**config.mk**
```make
export PLATFORM = sky130hd
export DESIGN_NAME = card_shoe
export DESIGN_NICKNAME = d
export VERILOG_FILES = /design/src/rtl/card_shoe.sv
export SDC_FILE = /design/constraint.sdc
export NUM_CORES = 1
export LEC_CHECK = 0
export BUFFER_PORTS_ARGS = -buffer_cell sky130_fd_sc_hd__clkbuf_2
export CORE_UTILIZATION = 55
export DETAILED_ROUTE_END_ITERATION = 6
export HOLD_SLACK_MARGIN = 0.12
export PLACE_DENSITY = 0.83
export SYNTH_ARGS = -nofsm -noshare
export SYNTH_HDL_FRONTEND = slang
export SYNTH_SLANG_ARGS = --single-unit
```
**constraint.sdc**
```tcl
create_clock -name i_clk -period 2.6 [get_ports i_clk]
set_input_delay 0 -clock i_clk [delete_from_list [all_inputs] [get_ports i_clk]]
set_output_delay 0 -clock i_clk [all_outputs]
set_load 0.01 [all_outputs]
```
**src/rtl/card_shoe.sv**
```systemverilog
// Single 52-card shoe: rank counters drained by an LFSR-seeded pointer that walks to the next non-empty rank.
// One card per REQ rising edge, 2..11 clocks after REQ is sampled; REQ must drop before the next draw.
module card_shoe (
    input  logic       i_clk,
    input  logic       i_res,
    input  logic       i_shuffle,
    input  logic       i_req,
    output logic [3:0] o_do,
    output logic       o_valid,
    output logic       o_empty,
    output logic [5:0] o_left
);

    localparam logic [1:0] S_IDLE = 2'd0;
    localparam logic [1:0] S_SEEK = 2'd1;
    localparam logic [1:0] S_HOLD = 2'd2;

    logic [1:0] r_state;
    logic [7:0] r_lfsr;
    logic       r_req;
    logic       r_req_d;
    logic [3:0] r_ptr;
    // slots 0..7 hold ranks 0..7, slot 8 holds rank 9; the ten-valued rank has its own wider counter
    logic [2:0] r_cnt [0:8];
    logic [4:0] r_tens;
    logic [5:0] r_left;
    logic [3:0] r_do;
    logic       r_valid;

    logic       w_draw;
    logic       w_lfsr_fb;
    logic [3:0] w_start_ptr;
    logic [3:0] w_slot;
    logic       w_avail;
    logic [3:0] w_ptr_next;

    assign w_draw      = r_req & ~r_req_d;
    assign w_lfsr_fb   = r_lfsr[7] ^ r_lfsr[5] ^ r_lfsr[4] ^ r_lfsr[3];
    assign w_start_ptr = (r_lfsr[3:0] >= 4'd10) ? (r_lfsr[3:0] - 4'd6) : r_lfsr[3:0];
    assign w_slot      = (r_ptr == 4'd9) ? 4'd8 : r_ptr;
    assign w_avail     = (r_ptr == 4'd8) ? (r_tens != 5'd0) : (r_cnt[w_slot] != 3'd0);
    assign w_ptr_next  = (r_ptr == 4'd9) ? 4'd0 : (r_ptr + 4'd1);

    always_ff @(posedge i_clk or posedge i_res) begin
        if (i_res) begin
            r_state <= S_IDLE;
            r_lfsr  <= 8'hA5;
            r_req   <= 1'b0;
            r_req_d <= 1'b0;
            r_ptr   <= 4'd0;
            for (int i = 0; i < 9; i++) r_cnt[i] <= 3'd4;
            r_tens  <= 5'd16;
            r_left  <= 6'd52;
            r_do    <= 4'd0;
            r_valid <= 1'b0;
        end else begin
            r_req   <= i_req;
            r_req_d <= r_req;
            if (i_shuffle) begin
                r_state <= S_IDLE;
                r_lfsr  <= 8'hA5;
                for (int i = 0; i < 9; i++) r_cnt[i] <= 3'd4;
                r_tens  <= 5'd16;
                r_left  <= 6'd52;
                r_do    <= 4'd0;
                r_valid <= 1'b0;
            end else begin
                r_lfsr  <= {r_lfsr[6:0], w_lfsr_fb};
                r_valid <= 1'b0;
                case (r_state)
                    S_IDLE: begin
                        if (w_draw && (r_left != 6'd0)) begin
                            r_ptr   <= w_start_ptr;
                            r_state <= S_SEEK;
                        end
                    end
                    S_SEEK: begin
                        // a non-empty deck guarantees a hit within one lap of the ten ranks
                        if (w_avail) begin
                            if (r_ptr == 4'd8) r_tens <= r_tens - 5'd1;
                            else               r_cnt[w_slot] <= r_cnt[w_slot] - 3'd1;
                            r_left  <= r_left - 6'd1;
                            r_do    <= r_ptr + 4'd2;
                            r_valid <= 1'b1;
                            r_state <= S_HOLD;
                        end else begin
                            r_ptr <= w_ptr_next;
                        end
                    end
                    S_HOLD: begin
                        if (!r_req) r_state <= S_IDLE;
                    end
                    default: r_state <= S_IDLE;
                endcase
            end
        end
    end

    assign o_do    = r_do;
    assign o_valid = r_valid;
    assign o_left  = r_left;
    assign o_empty = (r_left == 6'd0);

endmodule
```
==> run_results.csv <==
group,metric,value,unit
setup_path,cp_max_fo,11,
yosys,netlist_area,3160,µm²
setup_path,crit_required,2.82,ns
sta,layout_min_cycle_time,2.55,ns
yosys,yosysTopAreaCell,"dfrtp_1",
placement,port_buffers,15,
yosys,syn_nets,327,
placement,dp_hpwl,4.96,mm
run,drv_cap,0,
setup_path,cp-start-kind,"flip-flop",
run_status,status,"complete, no violations",
clock_tree,cts_buffers,9,
cells_and_area,drive_above_1_share,0.277,
yosys,async_reset_ff_frac,1.00,
sta,max_freq,392,MHz
yosys,netlist_top_cells_area,"dfrtp_1 (33%), dfstp_2 (14%), mux2i_1 (6.6%), nor2_1 (5.2%), ha_1 (3.2%)",
yosys,syn_avg_cell_area,10.0,µm²
setup_path,crit_path_end_kind,"flip-flop",
routing,antenna_left,0,
routing,dr.first_iter.drc_count,183,
floorplanning,die_w,77.8,µm
pwr,power_density,972,nW/µm²
global_routing,grt_max_degree,32,
yosys,yosysWarnings,0,
global_routing,grt_overflow,0,
sta,hold_slack,0.142,ns
cells_and_area,register_area,1500,µm²
setup_path,reg2reg_slack,0.05,ns
setup_path,cp-startpoint,"r_ptr[2]$_DFFE_PP0P_",
sta,hold_viol,0,
sta,slew_headroom,0.572,
yosys,synth_ff_type,"dfrtp_1",
yosys,synth-seq-area-share,0.474,
clock_tree,clock-root-buffer,"clkbuf_8",
cells_and_area,fill_cells,419,
routing,wl_per_cell,17.1,µm
clock_tree,clock_path_buffers,2,
sta,min_period_over_period,0.982,
sta,tightestPinTransition,0.633,ns
yosys,synth_edf_count,0,
global_routing,grt_pass1_wl,11.9,mm
yosys,synth_seq_cells,59,
yosys,netlist.area_leader.share,0.332,
routing,drt_pass1_iterations,4,
yosys,synth_most_common_cell,"nor2_1",
global_routing,grt_pass1_vias,2403,
cells_and_area,stdcell_count,418,
routing,drc,0,
min_path,min_path_type,"in -> reg",
floorplanning,chipHeight,77.8,µm
routing,routed_wl,7.15,mm
global_routing,antenna_found_initial,0,
setup_path,timing.rr.start,"r_ptr[2]$_DFFE_PP0P_",
yosys,synth_common_cells,"nor2_1 (44), dfrtp_1 (42), mux2i_1 (21)",
yosys,syn-instance-count,315,
floorplanning,die_area,6060,µm²
floorplanning,fp-row-count,27,
sta,setup_violations,0,
cells_and_area,final_core_utilization,0.659,
sta,tns,0,ns
setup_path,crit_type,"reg -> reg",
cells_and_area,nets,353,
sta,drv_slew,0,
clock_tree,path_clk_slew,0.07,ns
floorplanning,core,5540,µm²
placement,place_congestion,0.850,
routing,vias_per_cell,5.86,
yosys,synthDistinctLibCells,52,
global_routing,grtUsageTotal,0.259,
clock_tree,cts_sinks,59,
pwr,leakagePower,1.56,nW
cells_and_area,multi_input_area,1580,µm²
pwr,peakVddDrop,0.510,mV
placement,dp.cells,398,
min_path,hold_start,"i_shuffle",
clock_tree,cts_max_level,3,
setup_path,cp.arrival,2.77,ns
clock_tree,cts_tree,"yes",
floorplanning,num_io_pins,16,
routing,vias,2451,
sta,clock_skew,0.00654,ns
pwr,total_power,3.55,mW
floorplanning,start_util,0.571,
cells_and_area,antennaDiodeCount,0,
clock_tree,clkLatencyLatePin,0.34,ns
cells_and_area,syn_to_final_growth,15.6,%
through the flow:
step,cell area [µm²],setup slack [ns]
floorplan,3220,-0.103
global placement,3410,0.0939
detailed placement,3410,-0.0244
CTS,3630,0.0226
global route,3650,-0.0518
finish,3650,0.0472
power breakdown:
part,total [mW],leakage [nW],switching [mW],internal [mW]
logic,1.57,0.715,0.915,0.659
registers,1.16,0.744,0.114,1.04
clock network,0.823,0.0991,0.360,0.463
kinds of logic after synthesis:
| group | synth area share |
|---|---|
| compound gates | 0.115 |
| xor+xnor | 0.0332 |
| fa+ha+maj | 0.0317 |
| buf+inv | 0.0443 |
| flops | 0.474 |
| mux | 0.0997 |
| simple gates | 0.202 |
state kept, by name, indices dropped and copies added, names as in the netlist:
register	count
r_req	1
r_lfsr	8
o_left	6
o_valid	1
r_state	2
r_ptr	4
o_do	4
r_req_d	1
r_tens	5
r_cnt	27
worst max-delay path: stages (launching register included):
cell and delay [ns]:
dfrtp_1 0.39, nand2b_4 0.17, nand2_4 0.07, mux2_4 0.30
o211ai_1 0.17, a21oi_1 0.12, a21oi_2 0.17, ha_2 0.23
and4_4 0.24, a21oi_2 0.07, buf_4 0.18, o31ai_2 0.21
o31ai_1 0.11
layout make-up:
class	count	area share
Clock buffer	11	0.0387
Clock inverter	5	0.0144
Inverter	9	0.00925
Multi-Input combinational cell	225	0.432
Sequential cell	59	0.410
Tap cell	72	0.0247
Timing Repair Buffer	37	0.0705
path summary, 6_finish.rpt:
path	endpoint	cells past startpoint
hold / removal	r_state[1]$_DFFE_PP0P_	2
min in group asynchronous	r_tens[0]$_DFFE_PP0P_	3
setup / recovery	r_ptr[1]$_DFFE_PP0P_	12
hold reg to reg	r_req_d$_DFF_PP0_	0
setup reg to reg	r_ptr[1]$_DFFE_PP0P_	12
max in group asynchronous	r_cnt[11]$_DFFE_PP1P_	4
metal layers:
layer | global-route usage | routed length, µm | vias up
met2 | 0.409 | 3480 | 63
met1 | 0.343 | 3170 | 1220
met3 | 0.0659 | 393 | 11
met4 | 0.0981 | 110 | 0
li1 | - | - | 1157
met5 | 0 | 0 | -
cell usage in the layout, fill, tap and decap left out, types with 3 or more instances in the layout:
cell type   n
mux2_4      3
clkbuf_2   15
a211oi_1   10
nor3_1      7
a21oi_1    14
clkbuf_8   10
dfrtp_1    41
and3_1      4
nand2_1    18
nor2b_1     8
o21ai_0     8
dfstp_2    17
nor2_1     43
nand4_1     3
buf_4      19
mux2i_1    21
xnor2_1     5
ha_1        7
nand3b_1    4
xor2_1      7
o211ai_1    4
clkinv_2    3
nand3_1     4
inv_1       8
or2_2       3
nor3b_1     3
nand2b_1    6
mux2_2      4
what timing repair did:
action	4_1_cts	5_1_grt
setup buffers	1	1
hold buffers	2	0
resized for setup	1	4
pin swaps	2	1
setup endpoints to repair	7	27
hold endpoints to repair	28	0
No activity file was read; power rests on OpenSTA's default activity.
